$ cat src/rtl/regfile_writeback_queue.sv
// Write-back queue for the 8x8 register file: merges ALU and load results into one FIFO,
// retires them through a registered write port, and exposes a pending-write scoreboard.
// Optional forwarding of the youngest pending value is enabled by defining WB_BYPASS_EN.
module regfile_writeback_queue #(
  parameter int DATA_W = 8,
  parameter int ADDR_W = 3,
  parameter int DEPTH  = 4
) (
  input  logic                       clk,
  input  logic                       rst,
  input  logic                       alu_valid,
  output logic                       alu_ready,
  input  logic [ADDR_W-1:0]          alu_addr,
  input  logic [DATA_W-1:0]          alu_data,
  input  logic                       mem_valid,
  output logic                       mem_ready,
  input  logic [ADDR_W-1:0]          mem_addr,
  input  logic [DATA_W-1:0]          mem_data,
  input  logic                       rf_grant,
  output logic                       rf_regwrite,
  output logic [ADDR_W-1:0]          rf_write_address,
  output logic [DATA_W-1:0]          rf_write_data,
  input  logic [ADDR_W-1:0]          rd,
  input  logic [ADDR_W-1:0]          rs,
  output logic                       busy_rd,
  output logic                       busy_rs,
  output logic                       fwd_rd_valid,
  output logic                       fwd_rs_valid,
  output logic [DATA_W-1:0]          fwd_rd_data,
  output logic [DATA_W-1:0]          fwd_rs_data,
  output logic [$clog2(DEPTH):0]     count,
  output logic                       full,
  output logic                       empty
);

  localparam int PTR_W = $clog2(DEPTH);
  localparam int CNT_W = PTR_W + 1;

  logic [ADDR_W-1:0] q_addr [DEPTH];
  logic [DATA_W-1:0] q_data [DEPTH];
  logic [PTR_W-1:0]  wr_ptr;
  logic [PTR_W-1:0]  rd_ptr;

  logic              push;
  logic              pop;
  logic [ADDR_W-1:0] in_addr;
  logic [DATA_W-1:0] in_data;

  assign full  = (count == CNT_W'(DEPTH));
  assign empty = (count == '0);

  // Handshake: a source transfers on any rising edge where its valid and ready are both high;
  // ready depends only on registered occupancy and mem_valid, never on the same-cycle pop,
  // so a full queue refuses input even while it drains. Loads always win over ALU results.
  assign mem_ready = !full;
  assign alu_ready = !full && !mem_valid;

  assign push    = !full && (mem_valid || alu_valid);
  assign pop     = !empty && rf_grant;
  assign in_addr = mem_valid ? mem_addr : alu_addr;
  assign in_data = mem_valid ? mem_data : alu_data;

  // Queue storage carries no reset; occupancy is tracked solely by count and the pointers.
  always_ff @(posedge clk) begin
    if (push) begin
      q_addr[wr_ptr] <= in_addr;
      q_data[wr_ptr] <= in_data;
    end
  end

  always_ff @(posedge clk) begin
    if (rst) begin
      wr_ptr           <= '0;
      rd_ptr           <= '0;
      count            <= '0;
      rf_regwrite      <= 1'b0;
      rf_write_address <= '0;
      rf_write_data    <= '0;
    end else begin
      if (push) begin
        wr_ptr <= wr_ptr + 1'b1;
      end
      if (pop) begin
        rd_ptr           <= rd_ptr + 1'b1;
        rf_regwrite      <= 1'b1;
        rf_write_address <= q_addr[rd_ptr];
        rf_write_data    <= q_data[rd_ptr];
      end else begin
        rf_regwrite <= 1'b0;
      end
      case ({push, pop})
        2'b10:   count <= count + 1'b1;
        2'b01:   count <= count - 1'b1;
        default: count <= count;
      endcase
    end
  end

`ifdef WB_BYPASS_EN
  // Returns {hit, data}; walking head->tail lets later (younger) matches override older ones,
  // and the output register is the oldest candidate of all.
  function automatic logic [DATA_W:0] lookup(input logic [ADDR_W-1:0] a);
    logic              hit;
    logic [DATA_W-1:0] d;
    logic [PTR_W-1:0]  idx;
    hit = rf_regwrite && (rf_write_address == a);
    d   = rf_write_data;
    idx = rd_ptr;
    for (int i = 0; i < DEPTH; i++) begin
      idx = rd_ptr + PTR_W'(i);
      if ((i < int'(count)) && (q_addr[idx] == a)) begin
        hit = 1'b1;
        d   = q_data[idx];
      end
    end
    return {hit, d};
  endfunction

  logic [DATA_W:0] look_rd;
  logic [DATA_W:0] look_rs;

  assign look_rd      = lookup(rd);
  assign look_rs      = lookup(rs);
  assign busy_rd      = look_rd[DATA_W];
  assign busy_rs      = look_rs[DATA_W];
  assign fwd_rd_valid = look_rd[DATA_W];
  assign fwd_rs_valid = look_rs[DATA_W];
  assign fwd_rd_data  = look_rd[DATA_W] ? look_rd[DATA_W-1:0] : '0;
  assign fwd_rs_data  = look_rs[DATA_W] ? look_rs[DATA_W-1:0] : '0;
`else
  function automatic logic pending(input logic [ADDR_W-1:0] a);
    logic             hit;
    logic [PTR_W-1:0] idx;
    hit = rf_regwrite && (rf_write_address == a);
    idx = rd_ptr;
    for (int i = 0; i < DEPTH; i++) begin
      idx = rd_ptr + PTR_W'(i);
      if ((i < int'(count)) && (q_addr[idx] == a)) begin
        hit = 1'b1;
      end
    end
    return hit;
  endfunction

  assign busy_rd      = pending(rd);
  assign busy_rs      = pending(rs);
  assign fwd_rd_valid = 1'b0;
  assign fwd_rs_valid = 1'b0;
  assign fwd_rd_data  = '0;
  assign fwd_rs_data  = '0;
`endif

endmodule

$ cat config.mk
export PLATFORM = sky130hd
export DESIGN_NAME = regfile_writeback_queue
export DESIGN_NICKNAME = d
export VERILOG_FILES = /design/src/rtl/regfile_writeback_queue.sv
export SDC_FILE = /design/constraint.sdc
export NUM_CORES = 1
export LEC_CHECK = 0
export ABC_AREA = 0
export CORE_MARGIN = 3
export CORE_UTILIZATION = 50
export DETAILED_ROUTE_END_ITERATION = 16
export DONT_BUFFER_PORTS = 1
export HOLD_SLACK_MARGIN = 0.05
export PLACE_DENSITY = 0.77
export RECOVER_POWER = 50
export SETUP_SLACK_MARGIN = 0.05
export SLEW_MARGIN = 15
export SYNTH_ARGS = -nofsm -noshare
export SYNTH_HDL_FRONTEND = slang
export SYNTH_SLANG_ARGS = --single-unit
$ cat constraint.sdc
create_clock -name clk -period 2.4 [get_ports clk]
set_clock_uncertainty 0.15 [all_clocks]
set_input_delay 0.48 -clock clk [delete_from_list [all_inputs] [get_ports clk]]
set_output_delay 0.48 -clock clk [all_outputs]
set_load 0.02 [all_outputs]
==> impl_metrics.sql <==
INSERT INTO impl_metrics (metric_group, metric, value, unit) VALUES
('global_route', 'grt_start_max_net_pins', '19', ''),
('placed_design', 'place.gp.congestion', '0.857', ''),
('power', 'vdd_ir_drop_max', '646', 'uV'),
('sta', 'worstMarginPinSlew', '0.721', 'ns'),
('clocking', 'clk_latency', '0.34', 'ns'),
('drt', 'number_of_nets_still_failing_antenna_checks_after_routing', '0', ''),
('clocking', 'cts-buffers-inserted', '9', ''),
('floorplan', 'fp-row-count', '29', ''),
('placed_design', 'portBuffers', '0', ''),
('hold_path', 'worst_hold_path_type', 'primary input to flop', ''),
('global_route', 'initial_antenna_violation_count', '1', ''),
('floorplan', 'num_io_pins', '72', ''),
('sta', 'finalHoldViolCount', '0', ''),
('worst_setup_path', 'worst-setup-path-type', 'flop to output pin', ''),
('drt', 'first_iter_violations', '81', ''),
('global_route', 'grt_pass1_wl', '9.87', 'mm'),
('sta', 'slew_viol_final', '0', ''),
('yosys', 'postSynthCellCount', '261', ''),
('sta', 'relSlewSlack', '0.518', ''),
('layout', 'synthToLayoutAreaGrowth', '15.8', '%'),
('yosys', 'number_of_flip_flops_and_latches_in_the_synthesized_netlist', '65', ''),
('layout', 'layout_common_cells', 'sky130_fd_sc_hd__edfxtp_1, sky130_fd_sc_hd__nand2_1, sky130_fd_sc_hd__dfxtp_1, sky130_fd_sc_hd__conb_1, sky130_fd_sc_hd__xor2_1', ''),
('layout', 'layout_commonest_cell', 'sky130_fd_sc_hd__edfxtp_1', ''),
('sta', 'setup_viol_count_final', '3', ''),
('run', 'maxCapViolCount', '0', ''),
('yosys', 'synthesis_warning_total', '0', ''),
('layout', 'finish.net_count', '322', ''),
('floorplan', 'dieArea', '7690', 'um2'),
('drt', 'vias', '1999', ''),
('layout', 'layout-drive-gt1-share', '0.242', ''),
('yosys', 'ys_async_sr_fraction', '0', ''),
('yosys', 'synth.cell_area', '3340', 'um2'),
('drt', 'finalWirelength', '6.46', 'mm'),
('power', 'cellLeakagePower', '0.00140', 'uW'),
('yosys', 'synth_sequential_area_ratio', '0.522', ''),
('placed_design', 'dp.final_hpwl', '4.61', 'mm'),
('clocking', 'maximum_root_to_sink_buffer_count', '2', ''),
('layout', 'seq_area', '1750', 'um2'),
('sta', 'finalCritPeriodShare', '1.13', ''),
('clocking', 'clock_tree_from_tritoncts', 'yes', ''),
('layout', 'layout.cell_area.non_filler', '3860', 'um2'),
('clocking', 'path_clk_slew', '0.07', 'ns'),
('drt', 'wl_per_cell', '17.8', 'um'),
('worst_setup_path', 'worst-path-max-fanout', '5', ''),
('drt', 'detail_route.drc_violations', '0', ''),
('status', 'failed_checks', 'setup timing', ''),
('yosys', 'postSynthAreaPerCell', '12.8', 'um2'),
('placed_design', 'placement.setup.worst_slack', '-0.0470', 'ns'),
('status', 'status', 'complete, but fails checks', ''),
('layout', 'multi_input_combinational_cell_area', '1490', 'um2'),
('floorplan', 'initial_core_util', '0.520', ''),
('floorplan', 'die_width', '87.7', 'um'),
('yosys', 'dominantRegCellSynth', 'sky130_fd_sc_hd__edfxtp_1', ''),
('worst_setup_path', 'crit_start', 'rd_ptr[0]', ''),
('sta', 'worst_slack', '-0.304', 'ns'),
('worst_setup_path', 'worstPathRequired', '1.77', 'ns'),
('global_route', 'grt.total_usage', '0.174', ''),
('drt', 'drt_pass1_iterations', '6', ''),
('worst_setup_path', 'cp.arrival', '2.07', 'ns'),
('clocking', 'clock-root-buffer', 'sky130_fd_sc_hd__clkbuf_8', ''),
('sta', 'unrepaired_setup_endpoints_after_global_routing', 'true', ''),
('layout', 'filler_cell_count', '493', ''),
('clocking', 'htree_num_levels', '3', ''),
('sta', 'layout_min_cycle_time', '2.70', 'ns'),
('floorplan', 'dieHeight', '87.7', 'um'),
('worst_setup_path', 'critPathCaptureType', 'output pin', ''),
('worst_setup_path', 'regToRegStartpoint', 'count[0]', ''),
('floorplan', 'core_area', '6420', 'um2'),
('sta', 'clock.fmax', '370', 'MHz'),
('global_route', 'globalRouteOverflowTotal', '0', ''),
('clocking', 'clock_sink_count', '65', ''),
('yosys', 'yosysUniqueCellTypes', '28', ''),
('power', 'cellPowerDensity', '1150', 'nW/um2'),
('hold_path', 'worstHoldStart', 'rst', ''),
('yosys', 'count_of_flip_flops_with_a_built_in_enable_after_synthesis', '44', ''),
('worst_setup_path', 'setup.worst_path.start_class', 'flop', ''),
('global_route', 'first_global_vias', '2026', ''),
('placed_design', 'placedInstanceArea', '3490', 'um2'),
('power', 'report.power.total', '4430', 'uW'),
('drt', 'viasPerCell', '5.51', '');
[sequential cells by signal, indices dropped and copies added (netlist names), named ones only]
name,count
rf_write_address,3
rd_ptr,2
q_data,32
rf_regwrite,1
wr_ptr,2
count,3
q_addr,12
rf_write_data,8
[worst paths after layout]
kind                      endpoint  slack (ns)  depth (start not counted)
setup reg to reg          count[2]       -0.07                          9
hold / removal                flop        0.07                          1
hold reg to reg   rf_write_data[0]        0.41                          2
setup / recovery           busy_rd       -0.30                          6
[critical path: stages, from the launching register on]
cell	delay, ns
sky130_fd_sc_hd__dfxtp_4	0.36
sky130_fd_sc_hd__buf_12	0.11
sky130_fd_sc_hd__mux4_2	0.52
sky130_fd_sc_hd__xor2_1	0.18
sky130_fd_sc_hd__nor4_1	0.26
sky130_fd_sc_hd__a41oi_1	0.08
sky130_fd_sc_hd__nand4_1	0.22
[timing repair]
item / 4_1_cts / 5_1_grt
pin swaps: 6 / 6
buffers inserted: 4 / 2
hold endpoints to repair: 18 / 1
gates cloned: 1 / 0
hold buffers: 1 / 1
setup endpoints to repair: 2 / 3
resized for setup: 7 / 8
[synthesized netlist by cell type, types with 2 or more instances]
cell type                  count  share of area
sky130_fd_sc_hd__a21oi_1      13          0.019
sky130_fd_sc_hd__nand2_1      25          0.028
sky130_fd_sc_hd__xnor2_1      18          0.047
sky130_fd_sc_hd__edfxtp_1     44           0.40
sky130_fd_sc_hd__inv_1         7         0.0079
sky130_fd_sc_hd__and2_1        4         0.0075
sky130_fd_sc_hd__a41oi_1       2         0.0052
sky130_fd_sc_hd__dfxtp_1      21           0.13
sky130_fd_sc_hd__nor2_1       12          0.013
sky130_fd_sc_hd__mux2_2       15          0.051
sky130_fd_sc_hd__or3_1         2         0.0037
sky130_fd_sc_hd__ha_1          9          0.034
sky130_fd_sc_hd__mux2i_1       6          0.018
sky130_fd_sc_hd__clkbuf_1     10          0.011
sky130_fd_sc_hd__nand4_1       8          0.015
sky130_fd_sc_hd__nor4_1        2         0.0037
sky130_fd_sc_hd__buf_4        18          0.040
sky130_fd_sc_hd__xor2_1       17          0.045
sky130_fd_sc_hd__buf_1         2         0.0022
sky130_fd_sc_hd__buf_2         3         0.0045
sky130_fd_sc_hd__mux4_2       16           0.11
[metrics by stage]
step	TNS (ns)	hold WS [ns]	instances	util
after floorplan	0	0.364	278	-
after global placement	-0.0132	0.386	338	0.544
after detailed placement	-0.0506	0.400	338	0.544
after CTS	-0.745	0.0502	360	0.595
after global routing	-1.04	0.0532	363	0.602
final	-0.675	0.0689	363	0.602
[power by group]
| group | switching (uW) | leakage [uW] | total [uW] | internal (uW) |
|---|---|---|---|---|
| Clock | 419 | 0.000117 | 1110 | 695 |
| Sequential | 225 | 0.000582 | 1680 | 1460 |
| Combinational | 822 | 0.000700 | 1630 | 812 |
| Total | 1470 | 0.00140 | 4430 | 2960 |
[cell families (layout without fill, tap and decap cells)]
group                    after synthesis  in the layout  synth area share
AO/OA/AOI/OAI                         18             18            0.0307
XOR/XNOR                              35             35            0.0918
flip-flops                            65             65             0.522
multiplexers                          37             37             0.177
adder cells (fa/ha/maj)                9              9            0.0337
other                                  1             19           0.00112
buffers and inverters                 42             49            0.0708
AND/OR/NAND/NOR                       54             54            0.0735
[final cells by class]
cell class              count  area share
diodes                      1    0.000647
clock buffers              10      0.0330
clock inverters             6      0.0298
inverters                   8     0.00777
multi-input cells         171       0.385
flip-flops and latches     65       0.452
well taps                  77      0.0249
repair buffers             25      0.0670
[metal layers]
metal | up-vias | part of all wire | GRT usage
met1 | 971 | 0.41 | 0.215
met4 | 0 | 0.017 | 0.0879
met5 | - | 0 | 0
met2 | 84 | 0.49 | 0.271
met3 | 8 | 0.080 | 0.0611
li1 | 936 | - | -
No activity file was read; power rests on OpenSTA's default activity.
